File: src/rtl/pc_sequencer_pkg.sv
// Shared types and helpers for the program-counter sequencer.
package pc_pkg;

    // Sequencer operating state
    typedef enum logic [1:0] {
        WARMUP = 2'd0,
        RUN    = 2'd1,
        FAULT  = 2'd2
    } pc_state_t;

    // Sequential fetch increment in bytes
    localparam int PC_STEP = 4;

    // Word alignment test on the two low address bits
    function automatic logic is_aligned(input logic [1:0] addr_lo);
        return (addr_lo == 2'b00);
    endfunction

endpackage

File: src/rtl/pc_sequencer_if.sv
// Control and status bundle between the next-PC logic (master) and the sequencer (slave).
interface pc_sequencer_if #(
    parameter int XLEN = 32
);
    logic            stall;
    logic            redirect_valid;
    logic [XLEN-1:0] redirect_target;
    logic            redirect_is_call;
    logic            redirect_is_ret;
    logic            trap_req;
    logic [XLEN-1:0] pc_o;
    logic [XLEN-1:0] pc_plus4_o;
    logic            pc_valid_o;
    logic            fault_o;
    logic [XLEN-1:0] fault_addr_o;
    logic            ras_empty_o;

    modport master (
        output stall, redirect_valid, redirect_target, redirect_is_call,
               redirect_is_ret, trap_req,
        input  pc_o, pc_plus4_o, pc_valid_o, fault_o, fault_addr_o, ras_empty_o
    );

    modport slave (
        input  stall, redirect_valid, redirect_target, redirect_is_call,
               redirect_is_ret, trap_req,
        output pc_o, pc_plus4_o, pc_valid_o, fault_o, fault_addr_o, ras_empty_o
    );
endinterface

File: src/rtl/pc_sequencer_ras_stack.sv
// Return-address stack: circular storage with a saturating occupancy count.
// When full, a push silently overwrites the oldest entry.
module ras_stack #(
    parameter int XLEN      = 32,
    parameter int RAS_DEPTH = 4
) (
    input  logic            clk,
    input  logic            reset,
    input  logic            i_push,
    input  logic            i_pop,
    input  logic [XLEN-1:0] i_push_data,
    output logic [XLEN-1:0] o_top,
    output logic            o_empty
);
    localparam int PTR_W = $clog2(RAS_DEPTH);
    localparam int CNT_W = PTR_W + 1;

    logic [XLEN-1:0]  r_mem [RAS_DEPTH];
    logic [PTR_W-1:0] r_ptr;
    logic [CNT_W-1:0] r_count;
    logic [PTR_W-1:0] w_ptr_inc;
    logic             w_full;

    assign w_ptr_inc = r_ptr + PTR_W'(1);
    assign w_full    = (r_count == CNT_W'(RAS_DEPTH));
    assign o_top     = r_mem[r_ptr];
    assign o_empty   = (r_count == '0);

    // Push/pop/replace bookkeeping; a simultaneous push+pop on a non-empty stack rewrites the top in place
    always_ff @(posedge clk or negedge reset) begin
        if (!reset) begin
            for (int i = 0; i < RAS_DEPTH; i++) begin
                r_mem[i] <= '0;
            end
            r_ptr   <= '0;
            r_count <= '0;
        end else if (i_push && i_pop && !o_empty) begin
            r_mem[r_ptr] <= i_push_data;
        end else if (i_push) begin
            r_mem[w_ptr_inc] <= i_push_data;
            r_ptr            <= w_ptr_inc;
            if (!w_full) begin
                r_count <= r_count + CNT_W'(1);
            end
        end else if (i_pop && !o_empty) begin
            r_ptr   <= r_ptr - PTR_W'(1);
            r_count <= r_count - CNT_W'(1);
        end
    end

endmodule

File: src/rtl/pc_sequencer.sv
// Program-counter sequencer: warm-up after reset, then sequential fetch with
// trap > redirect > stall priority, return-address prediction and a sticky
// halt on misaligned redirect targets that only a trap can clear.
module pc_sequencer
    import pc_pkg::*;
#(
    parameter int              XLEN         = 32,
    parameter logic [XLEN-1:0] RESET_VECTOR = 32'h0000_0000,
    parameter logic [XLEN-1:0] TRAP_VECTOR  = 32'h0000_0100,
    parameter int              RAS_DEPTH    = 4
) (
    input logic           clk,
    input logic           reset,
    pc_sequencer_if.slave bus
);
    pc_state_t       r_state;
    logic [XLEN-1:0] r_pc;
    logic [XLEN-1:0] r_fault_addr;
    logic            r_pc_valid;
    logic            r_fault;

    logic [XLEN-1:0] w_pc_plus4;
    logic [XLEN-1:0] w_ras_top;
    logic            w_ras_empty;
    logic            w_use_ras;
    logic [XLEN-1:0] w_target;
    logic            w_target_ok;
    logic            w_take_redirect;
    logic            w_ras_push;
    logic            w_ras_pop;

    assign w_pc_plus4  = r_pc + XLEN'(PC_STEP);

    // A return only predicts from the stack when it actually holds something
    assign w_use_ras   = bus.redirect_is_ret && !w_ras_empty;
    assign w_target    = w_use_ras ? w_ras_top : bus.redirect_target;
    assign w_target_ok = is_aligned(w_target[1:0]);

    // The stack only moves on a redirect that is really taken: running, not pre-empted by a trap, aligned
    assign w_take_redirect = (r_state == RUN) && !bus.trap_req && bus.redirect_valid && w_target_ok;
    assign w_ras_push      = w_take_redirect && bus.redirect_is_call;
    assign w_ras_pop       = w_take_redirect && bus.redirect_is_ret;

    ras_stack #(
        .XLEN      (XLEN),
        .RAS_DEPTH (RAS_DEPTH)
    ) u_ras (
        .clk         (clk),
        .reset       (reset),
        .i_push      (w_ras_push),
        .i_pop       (w_ras_pop),
        .i_push_data (w_pc_plus4),
        .o_top       (w_ras_top),
        .o_empty     (w_ras_empty)
    );

    // State, PC and fault registers with registered valid/fault flags
    always_ff @(posedge clk or negedge reset) begin
        if (!reset) begin
            r_state      <= WARMUP;
            r_pc         <= RESET_VECTOR;
            r_fault_addr <= '0;
            r_pc_valid   <= 1'b0;
            r_fault      <= 1'b0;
        end else begin
            case (r_state)
                WARMUP: begin
                    r_state    <= RUN;
                    r_pc_valid <= 1'b1;
                end
                RUN: begin
                    if (bus.trap_req) begin
                        r_pc <= TRAP_VECTOR;
                    end else if (bus.redirect_valid) begin
                        if (w_target_ok) begin
                            r_pc <= w_target;
                        end else begin
                            r_fault_addr <= w_target;
                            r_state      <= FAULT;
                            r_pc_valid   <= 1'b0;
                            r_fault      <= 1'b1;
                        end
                    end else if (!bus.stall) begin
                        r_pc <= w_pc_plus4;
                    end
                end
                FAULT: begin
                    if (bus.trap_req) begin
                        r_pc       <= TRAP_VECTOR;
                        r_state    <= RUN;
                        r_pc_valid <= 1'b1;
                        r_fault    <= 1'b0;
                    end
                end
                default: begin
                    r_state    <= WARMUP;
                    r_pc_valid <= 1'b0;
                    r_fault    <= 1'b0;
                end
            endcase
        end
    end

    assign bus.pc_o         = r_pc;
    assign bus.pc_plus4_o   = w_pc_plus4;
    assign bus.pc_valid_o   = r_pc_valid;
    assign bus.fault_o      = r_fault;
    assign bus.fault_addr_o = r_fault_addr;
    assign bus.ras_empty_o  = w_ras_empty;

endmodule

File: src/flat_wrapper.sv
// flat-port wrapper written by rule: the top's interface ports become plain ports
module pc_sequencer_flat import pc_pkg::*;
#(
    parameter int              XLEN         = 32,
    parameter logic [XLEN-1:0] RESET_VECTOR = 32'h0000_0000,
    parameter logic [XLEN-1:0] TRAP_VECTOR  = 32'h0000_0100,
    parameter int              RAS_DEPTH    = 4
)
  (clk, reset, bus_stall, bus_redirect_valid, bus_redirect_target, bus_redirect_is_call, bus_redirect_is_ret, bus_trap_req, bus_pc_o, bus_pc_plus4_o, bus_pc_valid_o, bus_fault_o, bus_fault_addr_o, bus_ras_empty_o);
  pc_sequencer_if #(.XLEN(XLEN)) bus_i ();
  input logic clk;
  input logic reset;
  input wire logic [$bits(bus_i.stall)-1:0] bus_stall;
  input wire logic [$bits(bus_i.redirect_valid)-1:0] bus_redirect_valid;
  input wire logic [$bits(bus_i.redirect_target)-1:0] bus_redirect_target;
  input wire logic [$bits(bus_i.redirect_is_call)-1:0] bus_redirect_is_call;
  input wire logic [$bits(bus_i.redirect_is_ret)-1:0] bus_redirect_is_ret;
  input wire logic [$bits(bus_i.trap_req)-1:0] bus_trap_req;
  output wire logic [$bits(bus_i.pc_o)-1:0] bus_pc_o;
  output wire logic [$bits(bus_i.pc_plus4_o)-1:0] bus_pc_plus4_o;
  output wire logic [$bits(bus_i.pc_valid_o)-1:0] bus_pc_valid_o;
  output wire logic [$bits(bus_i.fault_o)-1:0] bus_fault_o;
  output wire logic [$bits(bus_i.fault_addr_o)-1:0] bus_fault_addr_o;
  output wire logic [$bits(bus_i.ras_empty_o)-1:0] bus_ras_empty_o;
  assign bus_i.stall = bus_stall;
  assign bus_i.redirect_valid = bus_redirect_valid;
  assign bus_i.redirect_target = bus_redirect_target;
  assign bus_i.redirect_is_call = bus_redirect_is_call;
  assign bus_i.redirect_is_ret = bus_redirect_is_ret;
  assign bus_i.trap_req = bus_trap_req;
  assign bus_pc_o = bus_i.pc_o;
  assign bus_pc_plus4_o = bus_i.pc_plus4_o;
  assign bus_pc_valid_o = bus_i.pc_valid_o;
  assign bus_fault_o = bus_i.fault_o;
  assign bus_fault_addr_o = bus_i.fault_addr_o;
  assign bus_ras_empty_o = bus_i.ras_empty_o;
  pc_sequencer #(.XLEN(XLEN), .RESET_VECTOR(RESET_VECTOR), .TRAP_VECTOR(TRAP_VECTOR), .RAS_DEPTH(RAS_DEPTH)) u_core (.clk(clk), .reset(reset), .bus(bus_i));
endmodule
File: config.mk
export PLATFORM = sky130hd
export DESIGN_NAME = pc_sequencer_flat
export DESIGN_NICKNAME = d
export VERILOG_FILES = /design/src/rtl/pc_sequencer_pkg.sv /design/src/rtl/pc_sequencer_if.sv /design/src/rtl/pc_sequencer_ras_stack.sv /design/src/rtl/pc_sequencer.sv /design/src/flat_wrapper.sv
export SDC_FILE = /design/constraint.sdc
export NUM_CORES = 1
export LEC_CHECK = 0
export BUFFER_PORTS_ARGS = -buffer_cell sky130_fd_sc_hd__buf_2
export CORE_AREA = 4 4 152 154
export DETAILED_ROUTE_END_ITERATION = 7
export DIE_AREA = 0 0 156 158
export PLACE_DENSITY_LB_ADDON = 0.05
export SYNTH_ARGS = -nofsm -noshare
export SYNTH_HDL_FRONTEND = slang
export SYNTH_SLANG_ARGS = --single-unit
export TNS_END_PERCENT = 30
File: constraint.sdc
create_clock -name clk -period 4.1 [get_ports clk]
set_clock_uncertainty 0.1 [all_clocks]
set_input_delay 0.41 -clock clk [delete_from_list [all_inputs] [get_ports clk]]
set_output_delay 0.41 -clock clk [all_outputs]
set_load 0.05 [all_outputs]
# Word-level counts from Yosys, hierarchy flattened
# Index checks and enable logic that the tools add are counted.
# totals
ram_bits	0
input_bits	39
romBits	0
elab_cells	99
latchBits	0
ff_bits	201
output_inout_bits	99
memories	0
# op_classes
bitwise	6
mul	0
shifts	0
n_mux	38
magnitude_cmp	4
div_mod_pow	0
addsub	5
reduce_logical	25
eq_ne	10
# ops
op	n
32-bit 2-to-1 mux	10
128-bit bitwise mux	2
128-bit 2-to-1 mux	2
32-bit demux with 2-bit select	2
32-bit binary-select mux with 2-bit select	1
32-bit case mux with 2 select lines	1
32-bit by 3-bit adder with 32-bit output, second input constant	1
2-bit 2-to-1 mux	6
4-bit AND reduction	3
1-bit logical AND	11
2-bit inequality test, second input constant	5
3-bit 2-to-1 mux	3
1-bit 2-to-1 mux	8
3-bit greater-or-equal comparator, second input constant	2
3-bit by 1-bit < comparator with 1-bit output, second input constant	2
2-bit inverter with 3-bit output	2
1-bit case mux with 3 select lines	2
2-bit case mux with 3 select lines	1
2-bit nonzero test	3
5-bit AND reduction	1
2-bit zero test	2
4-bit by 3-bit inequality test with 1-bit output, second input constant	1
4-bit inequality test, second input constant	1
1-bit inverter	4
other kinds (11)	12

# Depth between registers and ports, before layout
# Gate-level depths: netlist of the first run.
# logic_depth
ltp_word	12
ltp_mapped	10
ltp_nobuf	9

# Hierarchy
# From an unflattened synthesis of the first run, not the netlist that was laid out.
# unflattened
hier_cells	839
hier_area_um2	10178.5
# by_module_without_submodules
module	instances	cells_per_inst	area_per_inst_um2	seq_area_each_um2
ras_stack	1	370	5993.2	3328.2
pc_sequencer	1	469	4185.3	1676.6

# Worst setup path before layout of the first run
# OpenSTA, ideal clock, no wires.
# synth_timing
path_type	flip-flop to output port
startpoint	register u_core.r_pc[12] (netlist: u_core.bus.pc_o[12])
endpoint	output port bus_pc_plus4_o[21]
path_buffers	1
t_arrival_ns	2.489
required_ns	3.590
stages_incl_launch_ff	7
slack_ns	1.101
cell_sequence	dfrtp_1 -> nand4_1 -> nor4_1 -> clkbuf_1 -> nand4_1 -> xor2_1 -> inv_1
# synth_between
elab_chain_cells	1
# synth_rtl
element	line_no	text
from (decl)	pc_sequencer.sv:17	logic [XLEN-1:0] r_pc;
from (signal assigned)	pc_sequencer.sv:76	r_pc <= w_target;
from (signal assigned)	pc_sequencer.sv:84	r_pc <= w_pc_plus4;
32-bit by 3-bit adder with 32-bit output	pc_sequencer.sv:32	assign w_pc_plus4 = r_pc + XLEN'(PC_STEP);
to (decl)	flat_wrapper.sv:20	output wire logic [$bits(bus_i.pc_plus4_o)-1:0] bus_pc_plus4_o;
# No other way between the ends.

# Final worst setup path of the first run
# layout_timing
startpoint	register u_core.r_pc[4] (netlist: u_core.bus.pc_o[4])
endpoint	output port bus_pc_plus4_o[31]
# The elaborated chain is that of the path after synthesis.

==> results.json, run 1 <==
{
  "status": "complete, no violations",
  "cts.sinks": 201,
  "finalSetupViolCount": 0,
  "synthArstFlopShare": 1.00,
  "cts_tree": "built",
  "die_h_um": 158,
  "power_density_mw_per_mm2": 855,
  "netlist_area_mm2": 0.0100,
  "hold_path_class": "input port to flip-flop",
  "critPathMaxFanout": 10,
  "die_x_um": 156,
  "clkLatencyLatePin_ps": 510,
  "cp.required_ps": 3590,
  "grt_pass1_wl_um": 44400,
  "grt_pass1_vias": 7692,
  "num_rows": 54,
  "syn_avg_cell_area_um2": 10.4,
  "synth.area.mux_share": 0.131,
  "synth_top_family_by_area": "compound AO/OA/AOI/OAI gates",
  "antenna_left": 0,
  "overflow": 0,
  "synth_fp_nets": 1019,
  "pre_cts_ws_ps": 873,
  "critPathKind": "flip-flop to output pin",
  "area_growth_pct": 17.1,
  "peakVddDrop_uv": 455,
  "worst_slack_ps": 554,
  "drive_above_1_share": 0.257,
  "dr.pass1.iters": 5,
  "ctsHoldBuffers": 1,
  "mostFrequentLayoutCell": "dfrtp_1",
  "hold_viol": 0,
  "cts_max_level": 1,
  "synthXorXnorAreaFrac": 0.0236,
  "synth_edf_count": 0,
  "grt_usage": 0.228,
  "clk_pin_slew_worst_paths_ps": 60,
  "relSlewSlack": 0.248,
  "synth_warnings": 0,
  "grt_antenna_before_repair": 1,
  "cts_made_buffers": 23,
  "synth_compound_area_frac": 0.141,
  "vias": 7575,
  "cap_violations": 0,
  "place_congestion": 0.753,
  "fmax_ghz": 0.282,
  "hpwl_um": 18400,
  "worstMarginPinSlew_ps": 1120,
  "n_antenna_cell": 0,
  "post_cts_resized": 0,
  "ys_ff_latch": 201,
  "crit_arrival_ps": 3040,
  "synth-simple-area-share": 0.138,
  "core_area_mm2": 0.0217,
  "start_kind": "flip-flop",
  "seq_area_frac_synth": 0.501,
  "min_period_ps": 3550,
  "port_buffers": 137,
  "ios": 138,
  "grt_max_degree": 98,
  "drv_slew": 0,
  "drc": 0,
  "leakagePower_nw": 5.85,
  "final_cell_mix": "dfrtp_1 (200), buf_2 (136), nor2_1 (129)",
  "synth-adder-area-share": 0.0169,
  "drt_iter0_markers": 425,
  "routedWlPerCell_um": 20.0,
  "fin_tns_setup_ps": 0,
  "cts_root_buf": "clkbuf_16",
  "initial_utilization": 0.463,
  "vias_per_cell": 5.48,
  "layout.nets": 1138,
  "postRouteWirelength_um": 27600,
  "clock_path_buffers": 3,
  "cts_setup_buffers": 0,
  "syn-instance-count": 967,
  "fin_crit_sh": 0.865,
  "end_kind": "output pin",
  "rsz0062_at_grt": "false",
  "die_area_mm2": 0.0246,
  "synth.distinct_cells": 56,
  "synth_flop_cell": "dfrtp_1"
}
-- power by group --
part           switching [mW]  leakage [nW]  internal, mW
registers               0.573          2.67          2.66
logic                    3.21          2.80          1.48
clock network           0.836         0.384          1.28
-- registers in the layout (all words and copies together) (netlist names) --
signal and count:
u_core.bus.fault_addr_o 32, u_core.bus.pc_o 32, u_core.r_state 2, u_core.u_ras.r_mem 128
u_core.bus.pc_valid_o 1, u_core.u_ras.r_ptr 2, u_core.u_ras.r_count 3, u_core.bus.fault_o 1
-- synth_stat cells (2+ instances only) --
library cell	instances	area, um^2
clkbuf_1	24	90.1
and2_1	5	31.3
o2bb2ai_1	3	26.3
nor4_1	11	68.8
a21oi_1	117	586
a31oi_1	2	12.5
a32o_1	2	20.0
or4_1	2	15.0
nand2_1	103	387
o22ai_1	5	31.3
xnor2_1	12	105
buf_2	30	150
or3_1	3	18.8
or2_2	6	37.5
and3_1	4	25.0
mux2_2	37	417
mux2i_1	18	180
a211o_1	10	87.6
buf_1	2	7.51
nor2b_1	2	12.5
buf_6	4	45.0
and4_1	7	61.3
ha_1	12	150
nand4_1	16	100
a211oi_4	4	80.1
a221o_1	3	30.0
xor2_1	15	131
nand2b_1	2	12.5
mux4_2	32	721
a22oi_1	2	15.0
nand3_1	14	70.1
nor3b_1	2	15.0
nor2_1	129	484
buf_4	6	45.0
a22o_1	20	175
dfrtp_1	201	5030
o21ai_0	28	140
o31ai_1	14	105
inv_1	39	146
nor3_1	3	15.0
-- cell type report --
type,instances,area (um^2)
fillers,1993,9930
flip-flops and latches,201,5030
repair buffers,160,907
clock buffers,30,632
inverters,39,146
multi-input cells,661,4550
well taps,280,350
clock inverters,12,141
-- critical path: stages (launching register included) --
cell	delay [ps]
dfrtp_1	500
nand4_1	320
nor3_1	590
nand4_1	300
xor2_1	480
inv_1	110
buf_2	230
-- routing by layer --
| layer | global-route usage | vias to the layer above | part of all wire |
|---|---|---|---|
| met4 | 0.0438 | 2 | 0.015 |
| met1 | 0.336 | 3698 | 0.47 |
| met5 | 0 | - | 0.00047 |
| met2 | 0.359 | 202 | 0.46 |
| li1 | - | 3647 | - |
| met3 | 0.0402 | 26 | 0.055 |
-- through the flow --
step	cells	utilization	hold slack [ps]	cell area (um^2)	power, mW
after floorplan	967	-	14.4	10000	6.74
after global placement	1340	0.506	355	11000	7.94
after detailed placement	1340	0.506	357	11000	7.98
after CTS	1383	0.542	127	11800	10.1
after global routing	1383	0.542	155	11800	10.7
final	1383	0.542	138	11800	10.0
-- kinds of logic (layout without fill, tap and decap cells) --
| family | count (synthesis) | in the layout |
|---|---|---|
| flip-flops | 201 | 201 |
| AND/OR/NAND/NOR | 312 | 312 |
| AO/OA/AOI/OAI | 222 | 222 |
| XOR/XNOR | 27 | 27 |
| multiplexers | 87 | 87 |
| adder cells (fa/ha/maj) | 13 | 13 |
| buffers and inverters | 105 | 241 |
-- worst paths after layout --
path	cells after the start	end	from	slack [ps]
max	6	bus_pc_plus4_o[31]	u_core.bus.pc_o[4]$_DFFE_PN0P_	550
min	3	u_core.bus.fault_addr_o[17]$_DFFE_PN0P_	bus_redirect_target[17]	140
max reg2reg	6	u_core.bus.pc_o[11]$_DFFE_PN0P_	u_core.u_ras.r_ptr[1]$_DFFE_PN0P_	830
min reg2reg	2	u_core.bus.fault_addr_o[13]$_DFFE_PN0P_	u_core.bus.fault_addr_o[13]$_DFFE_PN0P_	370
max in group asynchronous	3	u_core.u_ras.r_mem[115]$_DFFE_PN0P_	reset	2540
min in group asynchronous	2	u_core.u_ras.r_mem[102]$_DFFE_PN0P_	reset	430
No activity file was read; power rests on OpenSTA's default activity.
==> run 2: changes to the inputs <==
- CORE_AREA: 4 4 152 154 -> 4 4 194 121
- DIE_AREA: 0 0 156 158 -> 0 0 198 125
==> results.json, run 2 (synthesis gave the netlist of run 1 again) <==
{
  "status": "complete, no violations",
  "area_growth_pct": 16.3,
  "ctsHoldBuffers": 1,
  "cts_made_buffers": 21,
  "n_antenna_cell": 0,
  "relSlewSlack": 0.169,
  "place_congestion": 0.890,
  "power_mw": 10.1,
  "cp.required_ps": 3590,
  "crit_slowest_cell": "nor2b_1",
  "largest-register": "u_core.u_ras.r_mem",
  "min_period_ps": 3700,
  "cts_setup_buffers": 0,
  "cts.sinks": 201,
  "drc": 0,
  "critPathTopFamily": "simple AND/OR/NAND/NOR gates",
  "leakagePower_nw": 5.82,
  "finalSetupViolCount": 0,
  "holdWs_ps": 180,
  "port_buffers": 137,
  "grt_max_degree": 111,
  "vias": 7891,
  "drv_slew": 0,
  "hold_viol": 0,
  "grt_pass1_wl_um": 47100,
  "clock_path_buffers": 3,
  "die_area_mm2": 0.0248,
  "mostFrequentLayoutCell": "dfrtp_1",
  "hold_path_class": "input port to flip-flop",
  "final_cell_mix": "dfrtp_1 (200), buf_2 (136), nor2_1 (129)",
  "core_area_mm2": 0.0217,
  "fin_crit_sh": 0.902,
  "cts_root_buf": "clkbuf_16",
  "largest_register_ffs": 128,
  "ios": 138,
  "die_h_um": 125,
  "clkLatencyLatePin_ps": 500,
  "num_rows": 42,
  "fillers": 1968,
  "end_kind": "output pin",
  "grt_antenna_before_repair": 0,
  "post_cts_resized": 0,
  "routedWlPerCell_um": 22.1,
  "post_dp_cell_area_mm2": 0.0110,
  "postRouteWirelength_um": 30700,
  "cts_tree": "built",
  "hpwl_um": 22400,
  "critPathMaxStageDelay_ps": 620,
  "fmax_ghz": 0.270,
  "peakVddDrop_uv": 749,
  "worstMarginPinSlew_ps": 1240,
  "dr.pass1.iters": 5,
  "antenna_left": 0,
  "cts_max_level": 1,
  "grt_pass1_vias": 7382,
  "initial_utilization": 0.464,
  "drt_iter0_markers": 852,
  "cap_violations": 0,
  "vias_per_cell": 5.67,
  "fin_tns_setup_ps": 0,
  "drive_above_1_share": 0.257,
  "critPathMaxFanout": 8,
  "rsz0062_at_grt": "false",
  "critPathKind": "flip-flop to output pin",
  "path_cells": "nand4_1, nor3_1, a31oi_1, nor2b_1, inv_1, buf_2",
  "grt_usage": 0.246,
  "crit_arrival_ps": 3190,
  "layout.nets": 1146,
  "overflow": 0,
  "die_x_um": 198,
  "critPathBufInv": 2,
  "power_density_mw_per_mm2": 865,
  "fin_area_mm2": 0.0117,
  "clk_pin_slew_worst_paths_ps": 60,
  "start_kind": "flip-flop"
}
run 2: cell types whose count changed in the layout (fill, tap and decap cells not counted):
cell / before / now
buf_4: 19 / 31
buf_12: 3 / 1
nor4_2: 1 / 0
bufinv_16: 3 / 1
clkinv_2: 7 / 3
nor4_1: 10 / 11
clkbuf_16: 23 / 21
run 2: worst paths after layout:
kind / startpoint / endpoint / slack, ps / depth (start not counted)
setup reg to reg: u_core.u_ras.r_ptr[0]$_DFFE_PN0P_ / u_core.u_ras.r_count[2]$_DFFE_PN0P_ / 540 / 8
max in group asynchronous: reset / u_core.u_ras.r_mem[13]$_DFFE_PN0P_ / 2420 / 3
min in group asynchronous: reset / u_core.bus.fault_addr_o[15]$_DFFE_PN0P_ / 440 / 2
setup / recovery: u_core.bus.pc_o[2]$_DFFE_PN0P_ / bus_pc_plus4_o[29] / 400 / 6
hold / removal: bus_redirect_target[16] / u_core.bus.fault_addr_o[16]$_DFFE_PN0P_ / 180 / 4
hold reg to reg: u_core.bus.fault_addr_o[15]$_DFFE_PN0P_ / u_core.bus.fault_addr_o[15]$_DFFE_PN0P_ / 370 / 2
run 2: metal layers:
layer / part of all wire / routed length [um] / global-route usage
met1: 0.52 / 15800 / 0.428
met2: 0.40 / 12100 / 0.323
met3: 0.077 / 2360 / 0.0433
met4: 0.012 / 382 / 0.0308
met5: 0 / 0 / 0
run 2: cell type report:
type,instances,area [um^2],share of cell area
clock buffer,28,582,0.0498
clock inverter,6,61.3,0.00525
inverter,39,146,0.0125
multi-input combinational,661,4540,0.389
sequential,201,5030,0.431
tap,286,358,0.0306
timing repair buffer,170,957,0.0820
run 2: stage by stage:
stage | utilization | worst slack (ps) | instances
floorplan | - | 1100 | 967
global placement | 0.509 | 675 | 1356
detailed placement | 0.509 | 547 | 1356
CTS | 0.539 | 482 | 1391
global route | 0.539 | 245 | 1391
finish | 0.539 | 403 | 1391
run 2: where the power goes:
| group | total [mW] | internal, mW | leakage, nW | switching (mW) |
|---|---|---|---|---|
| Combinational | 4.97 | 1.50 | 2.84 | 3.48 |
| Sequential | 3.27 | 2.66 | 2.67 | 0.606 |
| Clock | 1.86 | 1.06 | 0.316 | 0.800 |
| Total | 10.1 | 5.22 | 5.82 | 4.88 |
run 2: worst register-to-register path, stage by stage (launching register included):
cell and delay, ps:
dfrtp_2 610, mux4_2 590, or3_1 670, a21boi_1 450, nand2_1 140, fa_1 440, xnor2_1 160, nand3_1 110
xnor2_1 160
==> run 3: changes to the inputs <==
- ABC_AREA: not set -> 1
- ABC_CLOCK_PERIOD_IN_PS: not set -> 4100
- CORE_AREA: 4 4 194 121 -> 4 4 196 122
- DIE_AREA: 0 0 198 125 -> 0 0 200 126
==> results.json, run 3 <==
{
  "vias_per_cell": 5.38,
  "cap_violations": 0,
  "drive_above_1_share": 0.169,
  "n_antenna_cell": 0,
  "routedWlPerCell_um": 19.4,
  "synthArstFlopShare": 1.00,
  "grt_max_degree": 91,
  "port_buffers": 137,
  "peakVddDrop_uv": 421,
  "synth_warnings": 0,
  "drc": 0,
  "largest_register_ffs": 128,
  "multi_input_area_mm2": 0.00430,
  "yosys-top-cells-area": "dfrtp_1 (49%), nand2_1 (12%), o21ai_0 (8.4%), inv_1 (4.8%), o21ai_1 (4.4%)",
  "synth_common_cells": "nand2_1 (320), dfrtp_1 (201), o21ai_0 (172), inv_1 (131), o21ai_1 (90)",
  "dr.pass1.iters": 5,
  "syn-instance-count": 1290,
  "seq_area_frac_synth": 0.493,
  "vias": 9157,
  "grt_antenna_before_repair": 0,
  "ys_ff_latch": 201,
  "fillers": 2161,
  "layout.nets": 1456,
  "syn_avg_cell_area_um2": 7.91,
  "cts.sinks": 201,
  "leakagePower_nw": 5.81,
  "clk_pin_slew_worst_paths_ps": 70,
  "rsz0062_at_grt": "false",
  "grt_pass1_wl_um": 51100,
  "finalSetupViolCount": 0,
  "cts_tree": "built",
  "clock_path_buffers": 3,
  "initial_utilization": 0.465,
  "fmax_ghz": 0.279,
  "cts_root_buf": "clkbuf_16",
  "regArea_mm2": 0.00503,
  "antenna_left": 0,
  "power_mw": 9.34,
  "fin_crit_sh": 0.875,
  "synth_fp_nets": 1342,
  "cts_made_buffers": 21,
  "clkLatencyLatePin_ps": 500,
  "cts_max_level": 1,
  "largest-register": "u_core.u_ras.r_mem",
  "postRouteWirelength_um": 33000,
  "synth.distinct_cells": 40,
  "status": "complete, no violations",
  "hold_path_class": "input port to flip-flop",
  "overflow": 0,
  "grt_usage": 0.259,
  "yosys.area.top_type": "dfrtp_1",
  "yosys.area.top_type_share": 0.493,
  "min_period_ps": 3590,
  "power_density_mw_per_mm2": 789,
  "yosysMostFrequentCell": "nand2_1",
  "critPathMaxFanout": 5,
  "drt_iter0_markers": 818,
  "end_kind": "output pin",
  "mostFrequentLayoutCell": "nand2_1",
  "area_growth_pct": 16.0,
  "ios": 138,
  "die_h_um": 126,
  "cp.required_ps": 3590,
  "die_area_mm2": 0.0252,
  "start_kind": "flip-flop",
  "place_congestion": 0.897,
  "critPathKind": "flip-flop to output pin",
  "num_rows": 42,
  "core_area_mm2": 0.0219,
  "final_cell_mix": "nand2_1 (320), dfrtp_1 (200), o21ai_0 (172)",
  "synth_edf_count": 0,
  "worstMarginPinSlew_ps": 973,
  "hpwl_um": 23500,
  "drv_slew": 0,
  "fin_tns_setup_ps": 0,
  "die_x_um": 200,
  "relSlewSlack": 0.345,
  "crit_arrival_ps": 3080,
  "grt_pass1_vias": 8443,
  "hold_viol": 0,
  "synth_flop_cell": "dfrtp_1",
  "netlist_area_mm2": 0.0102
}
==> run 3: changes by cell type after synthesis, sizes merged, moves of 16 or more <==
cell | previous run | this run
a21oi | 117 | 46
o21ai | 28 | 272
o22ai | 5 | 21
mux4 | 32 | 0
mux2i | 18 | 0
inv | 39 | 141
nor2 | 129 | 84
mux2 | 37 | 1
nand2 | 103 | 329
a22o | 20 | 0
nand3 | 14 | 52
==> run 3: power breakdown <==
part,switching (mW),total (mW),leakage (nW),internal [mW]
clock,0.818,2.06,0.363,1.24
sequential,0.423,2.94,2.59,2.51
combinational,3.35,4.34,2.85,0.997
total,4.59,9.34,5.81,4.75
==> run 3: stage by stage <==
stage / instances / hold slack, ps / utilization / area (um^2) / worst slack [ps]
2_1_floorplan: 1290 / 14.4 / - / 10200 / 1100
3_3_place_gp: 1666 / 355 / 0.506 / 11100 / 1040
3_5_place_dp: 1666 / 361 / 0.506 / 11100 / 1050
4_1_cts: 1703 / 175 / 0.540 / 11800 / 561
5_1_grt: 1703 / 212 / 0.540 / 11800 / 307
6_report: 1703 / 188 / 0.540 / 11800 / 514
==> run 3: critical path, stage by stage (launching register included) <==
cell     delay, ps
dfrtp_1        530
nand2_1        190
nor3_1         320
nand2_1        130
nor2_1         320
xor2_1         650
inv_1          180
buf_2          260
==> run 3: area by class of cell <==
type | count | area share
Inverter | 141 | 0.0447
Sequential cell | 201 | 0.425
Multi-Input combinational cell | 878 | 0.363
Clock buffer | 29 | 0.0520
Clock inverter | 7 | 0.00962
Tap cell | 286 | 0.0302
Timing Repair Buffer | 161 | 0.0752
==> run 3: cells by family after synthesis <==
kind of cell	count (synthesis)	synth area share
simple gates	487	0.199
compound gates	360	0.189
buf+inv	211	0.0862
flops	201	0.493
xor+xnor	17	0.0146
fa+ha+maj	13	0.0167
mux	1	0.00110
==> run 3: worst paths after layout <==
kind	to	slack, ps	cells past startpoint	start
max	bus_pc_plus4_o[13]	510	7	u_core.bus.pc_o[11]$_DFFE_PN0P_
min	u_core.bus.fault_addr_o[22]$_DFFE_PN0P_	190	3	bus_redirect_target[22]
max reg2reg	u_core.bus.pc_o[15]$_DFFE_PN0P_	1000	12	u_core.u_ras.r_ptr[0]$_DFFE_PN0P_
min reg2reg	u_core.u_ras.r_mem[50]$_DFFE_PN0P_	380	2	u_core.u_ras.r_mem[50]$_DFFE_PN0P_
max in group asynchronous	u_core.bus.pc_o[8]$_DFFE_PN0P_	2420	3	reset
min in group asynchronous	u_core.u_ras.r_mem[77]$_DFFE_PN0P_	440	2	reset
==> run 3: routing by layer <==
metal,track usage,wire (um),up-vias
met5,0,0,-
met4,0.0347,374,0
met3,0.0763,3090,31
met2,0.325,12400,344
met1,0.440,17100,4343
li1,-,-,4439
==> run 3: timing repair <==
action	in CTS	in global routing
endpoints found under the hold margin	86	0
setup endpoints to repair	0	0
resized for setup	0	0
setup buffers	0	0
hold buffers	1	0
